==> config.mk <==
export PLATFORM = sky130hd
export DESIGN_NAME = mem_access_unit
export DESIGN_NICKNAME = d
export VERILOG_FILES = /design/src/rtl/mem_access_unit.sv
export SDC_FILE = /design/constraint.sdc
export NUM_CORES = 1
export LEC_CHECK = 0
export BUFFER_PORTS_ARGS = -buffer_cell sky130_fd_sc_hd__buf_2
export CAP_MARGIN = 5
export CORE_MARGIN = 5
export CORE_UTILIZATION = 50
export CTS_CLUSTER_DIAMETER = 100
export DETAILED_ROUTE_END_ITERATION = 8
export PLACE_DENSITY = 0.82
export SETUP_SLACK_MARGIN = 0.1
export SYNTH_ARGS = -nofsm -noshare
export SYNTH_HDL_FRONTEND = slang
export SYNTH_SLANG_ARGS = --single-unit
==> constraint.sdc <==
create_clock -name clock -period 13.45 [get_ports clock]
set_input_delay 2.0175 -clock clock [delete_from_list [all_inputs] [get_ports clock]]
set_output_delay 2.0175 -clock clock [all_outputs]
set_load 0.05 [all_outputs]
==> src/rtl/mem_access_unit.sv <==
// Load/store sequencer between the multicycle RV64 datapath and a 64-bit data memory.
// Sub-doubleword stores use read-modify-write; sd writes directly.
module mem_access_unit (
    input  logic        clock,
    input  logic        reset,
    input  logic        req,
    input  logic        we,
    input  logic [2:0]  funct3,
    input  logic [63:0] addr,
    input  logic [63:0] wdata,
    output logic        ready,
    output logic        done,
    output logic        err,
    output logic [63:0] rdata,
    output logic [63:0] mem_raddr,
    output logic [63:0] mem_waddr,
    output logic [63:0] mem_wdata,
    output logic        mem_wr,
    input  logic [63:0] mem_rdata
);

    typedef enum logic [2:0] {
        S_IDLE,
        S_READ,
        S_WAIT,
        S_WRITE,
        S_DONE
    } state_t;

    state_t      state, state_next;

    logic [63:0] base_q;
    logic [2:0]  off_q;
    logic [63:0] wdata_q;
    logic [2:0]  f3_q;
    logic        we_q;
    logic        err_q;
    logic [63:0] rdata_q;
    logic [63:0] merge_q;

    logic        accept;
    logic        bad;
    logic        is_sd;
    logic [5:0]  shamt;
    logic [63:0] lane;
    logic [63:0] ext;
    logic [63:0] size_mask;
    logic [63:0] lane_mask;
    logic [63:0] lane_data;
    logic [63:0] merged;

    assign accept = req && (state == S_IDLE);
    assign is_sd  = we && (funct3 == 3'b011);

    // Alignment and legality of the incoming request
    always_comb begin
        bad = 1'b1;
        case (funct3)
            3'b000:  bad = 1'b0;
            3'b001:  bad = addr[0];
            3'b010:  bad = |addr[1:0];
            3'b011:  bad = |addr[2:0];
            3'b100:  bad = we;
            3'b101:  bad = we | addr[0];
            3'b110:  bad = we | (|addr[1:0]);
            default: bad = 1'b1;
        endcase
    end

    always_comb begin
        state_next = state;
        case (state)
            S_IDLE: begin
                if (accept) begin
                    if (bad)
                        state_next = S_DONE;
                    else if (is_sd)
                        state_next = S_WRITE;
                    else
                        state_next = S_READ;
                end
            end
            S_READ:  state_next = S_WAIT;
            S_WAIT:  state_next = we_q ? S_WRITE : S_DONE;
            S_WRITE: state_next = S_DONE;
            S_DONE:  state_next = S_IDLE;
            default: state_next = S_IDLE;
        endcase
    end

    assign shamt = {off_q, 3'b000};
    assign lane  = mem_rdata >> shamt;

    always_comb begin
        ext       = lane;
        size_mask = '1;
        case (f3_q[1:0])
            2'b00: begin
                ext       = f3_q[2] ? {56'd0, lane[7:0]} : {{56{lane[7]}}, lane[7:0]};
                size_mask = 64'h0000_0000_0000_00FF;
            end
            2'b01: begin
                ext       = f3_q[2] ? {48'd0, lane[15:0]} : {{48{lane[15]}}, lane[15:0]};
                size_mask = 64'h0000_0000_0000_FFFF;
            end
            2'b10: begin
                ext       = f3_q[2] ? {32'd0, lane[31:0]} : {{32{lane[31]}}, lane[31:0]};
                size_mask = 64'h0000_0000_FFFF_FFFF;
            end
            default: begin
                ext       = lane;
                size_mask = '1;
            end
        endcase
    end

    assign lane_mask = size_mask << shamt;
    assign lane_data = (wdata_q & size_mask) << shamt;
    assign merged    = (mem_rdata & ~lane_mask) | lane_data;

    always_ff @(posedge clock or posedge reset) begin
        if (reset) begin
            state   <= S_IDLE;
            base_q  <= '0;
            off_q   <= '0;
            wdata_q <= '0;
            f3_q    <= '0;
            we_q    <= 1'b0;
            err_q   <= 1'b0;
            rdata_q <= '0;
            merge_q <= '0;
        end else begin
            state <= state_next;
            if (accept) begin
                base_q  <= {addr[63:3], 3'b000};
                off_q   <= addr[2:0];
                wdata_q <= wdata;
                f3_q    <= funct3;
                we_q    <= we;
                err_q   <= bad;
                // sd skips the read phase, so its data goes straight to the write buffer
                if (is_sd && !bad)
                    merge_q <= wdata;
            end
            if (state == S_WAIT) begin
                if (we_q)
                    merge_q <= merged;
                else
                    rdata_q <= ext;
            end
        end
    end

    assign ready     = (state == S_IDLE);
    assign done      = (state == S_DONE);
    assign mem_wr    = (state == S_WRITE);
    assign err       = err_q;
    assign rdata     = rdata_q;
    assign mem_raddr = base_q;
    assign mem_waddr = base_q;
    assign mem_wdata = merge_q;

endmodule

## Yosys cells after proc, flatten, opt, wreduce, memory -nomap -nowiden

Cells that the tools add are included.

| storage, ports and cells | value |
|---|---|
| flip-flop bits (word level) | 264 |
| input port bits | 199 |
| output and inout port bits | 260 |
| word-level logic and storage cells | 57 |

| operators by class | value |
|---|---|
| eq/ne operators | 13 |
| shift operators | 3 |
| mux-type cells | 15 |
| bitwise gates (word level) | 7 |
| reduce and logical (&&, ||, !) cells | 10 |

Operators with widths:

| cell | number |
|---|---|
| $mux W64 | 7 |
| $pmux W64 S3 | 2 |
| $and A64 B64 Y64 | 2 |
| $shl A64 B6 Y64 | 2 |
| $not A64 Y64 | 1 |
| $or A64 B64 Y64 | 1 |
| $shr A64 B6 Y64 | 1 |
| $eq A3 B2 Y1 const B | 4 |
| $eq A3 B3 Y1 const B | 4 |
| $pmux W3 S4 | 1 |
| $mux W3 | 3 |
| $pmux W1 S7 | 1 |
| $eq A3 B1 Y1 const B | 2 |
| $logic_not A3 Y1 | 2 |
| $logic_and A1 B1 Y1 | 3 |
| $reduce_or A3 Y1 | 1 |
| $eq A2 B1 Y1 const B | 1 |
| $eq A2 B2 Y1 const B | 1 |
| $logic_not A2 Y1 | 1 |
| $mux W2 | 1 |
| $ne A2 B1 Y1 const B | 1 |
| $or A1 B1 Y1 | 2 |
| $reduce_and A2 Y1 | 1 |
| $reduce_or A2 Y1 | 1 |
| 2 further kinds | 2 |

## Logic depth before layout (Yosys ltp)

| logic depth | value |
|---|---|
| word-level depth | 9 |
| gate-level depth with buffers | 10 |
| mapped depth without buffers | 5 |

## Worst setup path after synthesis

OpenSTA, ideal clock, no wires.

| timing | value |
|---|---|
| path kind | reg2out |
| from | reg state[0] |
| to | out ready |
| arrival | 1.595 ns |
| data required time | 11.432 ns |
| path slack | 9.837 ns |
| stages on the path, launching flop included | 3 |
| path buffers | 1 |
| path through | dfrtp_1 > buf_2 > nor3_1 |

| on the way | value |
|---|---|
| longest elaborated chain between the ends | 1 |

Ends and longest elaborated chain:

| item | line | source |
|---|---|---|
| start: declaration | 30 | `state_t state, state_next;` |
| start signal: assignment | 133 | `state <= state_next;` |
| $logic_not A3 Y1 | 154 | `assign ready = (state == S_IDLE);` |
| end: declaration | 11 | `output logic ready,` |

Every way passes these cells.

## Worst setup path in the final report

| timing | value |
|---|---|
| from | reg off_q[0] |
| to | reg rdata_q[27] (netlist: rdata[27]) |

| on the way | value |
|---|---|
| longest elaborated chain between the ends | 3 |
| elaborated cells on any way between the ends | 5 |
| those cells by class | 1 x shift; 4 x mux |

Ends and longest elaborated chain:

| item | line | source |
|---|---|---|
| start: declaration | 33 | `logic [2:0] off_q;` |
| start signal: assignment | 136 | `off_q <= addr[2:0];` |
| $shr A64 B6 Y64 * | 92 | `assign lane = mem_rdata >> shamt;` |
| $mux W64 (on tied branches) | 107, 103, 99 |  |
| $pmux W64 S3 * | 97 | `case (f3_q[1:0])` |
| end signal: assignment | 149 | `rdata_q <= ext;` |
| end: declaration | 38 | `logic [63:0] rdata_q;` |

Every way passes the cells marked *; elsewhere a longest branch is shown, timed or not.
A chain may end at the register's enable or synchronous reset.

==> impl_metrics.toml <==
[layout]
multi_input_area_sq_um = 7170
drive_gt1_share_pct = 27.6
area_delta_synth_final_pct = 18.5
finalNetCount = 2269
fill_cells = 2663
regArea_sq_um = 6610

[global_route]
grt_max_degree = 124
grt_overflow = 0
first_global_vias = 14800
antenna_found_initial = 10
grt_pass1_wl_microns = 88400
grtUsageTotal_pct = 33.8

[job]
max-cap-violations = 0

[synth]
synth_warnings = 0
syn_area_sq_um = 14900
yosysSeqAreaShare_pct = 44.3
ys_seq_elements = 264
ys.flop_type = "dfrtp_1"
synth_compound_area_share_pct = 18.9
synth-edff-count = 0
yosysTopAreaCell = "dfrtp_1"
synth_simple_gate_area_share_pct = 21.4
synth_top_family_by_area = "simple AND/OR/NAND/NOR gates"
yosysTopAreaCellShare_pct = 44.3
synth_adder_area_share_pct = 0
syn_avg_cell_area_sq_um = 8.42
synthXorXnorAreaFrac_pct = 0
synthesis.instances = 1772
synthMuxAreaShare_pct = 7.30
ys_async_sr_fraction_pct = 100
synth_cell_types = 61
synth_area_leaders = "dfrtp_1, nand2_1, mux2i_1"

[setup_path]
r2r_cells = 6
critPathBufInv = 1
crit_path_max_fanout = 79
critPathRequiredTime_ns = 13.84
r2r_setup_slack_ns = 9.48
end_kind = "flip-flop"
path_delay_family = "compound AO/OA/AOI/OAI gates"
start_kind = "flip-flop"
cpMaxStageDelayCell = "dfrtp_4"
r2r_start = "off_q[0]$_DFFE_PP0P_"
r2r-end = "rdata[27]$_DFFE_PP0P_"
crit_chain = "buf_4, mux2_2, o2bb2ai_1, a221oi_4, a31oi_2, a31oi_1"
cp_slowest_stage_delay_ns = 1.03
worstSetupPathType = "flip-flop to flip-flop"
critPathArrivalTime_ns = 4.36

[floorplan]
start_util_pct = 50.4
core_sq_um = 29600
io_pins = 459
die_w_microns = 183
dieHeight_microns = 183
dieArea_sq_um = 33400
row_count = 63

[cts]
clk_latency_ns = 0.56
clk_pin_slew_ns = 0.06
ctsResizeCount = 0
htreeDepth = 1
post_cts_buffers = 0
clock_sinks = 264
cts_buffers = 29
cts-root-buf = "clkbuf_16"
ctsHoldBuffers = 0
cts_tree = "built"
clockBufferDepth = 3

[route]
num_vias = 15100
drc = 0
wire_per_inst_microns = 23.7
drt_wl_total_microns = 58900
first_pass_iters = 6
detail-route-antenna-nets = 0
via_per_inst = 6.07
drt_iter0_drc = 2051

[placement]
post-place-ws_ns = 8.95
hpwl_microns = 43400
port-buffer-count = 452
place_congestion = 1.00

[sta]
fin_ws_ns = 9.48
fin_setup_tns_ns = 0
fin_crit_ns = 3.97
final.setup_skew_ns = 0.0181
setup_violations = 0
fin_crit_sh_pct = 29.5
rsz0062_at_grt = "no"
hold_ws_ns = 0.477
report.final.hold_viol_count = 0
maxSlewViolCount = 0
relSlewSlack_pct = 14.6
tightest_slew_ns = 1.26
fmax_ghz = 0.252

[worst_hold_path]
worst_hold_path.endpoint = "wdata_q[56]$_DFFE_PP0P_"
hold_path_class = "flip-flop to flip-flop"
hold_depth = 2
min_from = "wdata_q[56]$_DFFE_PP0P_"

[status]
status = "complete, no violations"
## cell families (layout without fill, tap and decap cells)
| family | after synthesis | after routing |
|---|---|---|
| flops | 264 | 264 |
| mux | 104 | 104 |
| simple gates | 776 | 776 |
| other cells | 1 | 14 |
| compound gates | 410 | 410 |
| buf+inv | 217 | 530 |
## registers in the layout (all words and copies together), names as in the netlist
| register | cells |
|---|---|
| err | 1 |
| f3_q | 3 |
| mem_raddr | 61 |
| mem_wdata | 64 |
| off_q | 3 |
| rdata | 64 |
| state | 3 |
| wdata_q | 64 |
| we_q | 1 |
## metrics by stage
step	instance area [sq um]	util [%]	cells
2_1_floorplan	14900	-	1777
3_3_place_gp	16700	56.5	2429
3_5_place_dp	16700	56.5	2429
4_1_cts	17600	59.7	2480
5_1_grt	17700	59.8	2486
6_report	17700	59.8	2488
## cell type report
class,count,share of cell area [%]
antenna,8,0.113
clock buffer,37,4.39
clock inverter,14,0.899
inverter,8,0.212
multi-input combinational,1296,40.6
sequential,264,37.4
tap,390,2.76
timing repair buffer,471,13.6
## synthesized netlist by cell type (5+ instances only)
| cell | count |
|---|---|
| a221oi_1 | 37 |
| mux2i_1 | 75 |
| o22a_1 | 8 |
| a22oi_1 | 8 |
| buf_1 | 7 |
| nand2b_1 | 5 |
| nor2_1 | 77 |
| or2_2 | 10 |
| inv_1 | 8 |
| a21boi_0 | 7 |
| buf_4 | 76 |
| nor3_1 | 23 |
| clkbuf_1 | 88 |
| buf_6 | 7 |
| mux2_2 | 27 |
| dfrtp_1 | 264 |
| a32oi_1 | 29 |
| buf_2 | 30 |
| nand2_1 | 584 |
| a211oi_1 | 34 |
| o2bb2ai_1 | 8 |
| nand3_1 | 17 |
| a221o_1 | 6 |
| nand3b_1 | 7 |
| a2bb2oi_1 | 9 |
| and2_1 | 8 |
| a31oi_1 | 83 |
| o211a_1 | 10 |
| o21ai_0 | 48 |
| nor2b_1 | 22 |
| or3_1 | 9 |
| a21oi_1 | 93 |
| o211ai_1 | 9 |
## how the worst max path moves through the flow
stage                    startpoint                      end  cells after the start
5_1_grt                         req  mem_wdata[47]$_DFF_PP0_                      6
3_3_place_gp                    req  mem_wdata[55]$_DFF_PP0_                      6
2_1_floorplan                 reset          err$_DFFE_PP0P_                      1
6_report       off_q[0]$_DFFE_PP0P_    rdata[27]$_DFFE_PP0P_                      6
3_5_place_dp                    req  mem_wdata[55]$_DFF_PP0_                      6
4_1_cts                         req  mem_wdata[55]$_DFF_PP0_                      6
## per-layer routing
metal / wire, microns / up-vias / track usage (%)
li1: - / 6698 / -
met1: 22300 / 7198 / 44.7
met2: 27100 / 1032 / 54.1
met3: 6730 / 173 / 8.33
met4: 2650 / 6 / 12.7
met5: 46 / - / 0
## cells in the final DEF (no fill, tap or decap), types with 5 or more instances in the layout
| master | n |
|---|---|
| nor3_1 | 22 |
| conb_1 | 6 |
| nor2_1 | 77 |
| mux2i_1 | 75 |
| a21boi_0 | 7 |
| a221o_1 | 6 |
| clkinv_2 | 7 |
| mux2_2 | 27 |
| buf_2 | 452 |
| or2_2 | 9 |
| o211a_1 | 10 |
| o2bb2ai_1 | 8 |
| nand3b_1 | 7 |
| a32oi_1 | 29 |
| or3_1 | 9 |
| diode_2 | 8 |
| a2bb2oi_1 | 9 |
| o22a_1 | 8 |
| and2_1 | 8 |
| clkbuf_16 | 29 |
| o21ai_0 | 48 |
| inv_1 | 6 |
| a31oi_1 | 83 |
| a21oi_1 | 93 |
| nand3_1 | 17 |
| buf_4 | 19 |
| a22oi_1 | 8 |
| nand2b_1 | 5 |
| o211ai_1 | 9 |
| a211oi_1 | 34 |
| dfrtp_1 | 261 |
| nor2b_1 | 22 |
| clkbuf_1 | 6 |
| a221oi_1 | 37 |
| nand2_1 | 584 |
## worst reg2reg max path, stage by stage (launching register included)
cell	delay (ns)
dfrtp_4	1.03
buf_4	0.94
mux2_2	0.46
o2bb2ai_1	0.28
a221oi_4	0.09
a31oi_2	0.80
a31oi_1	0.22
Power is left out: the tool's default activity adds up to more than one toggle a clock period on the data nets, which glitch-free logic cannot reach.
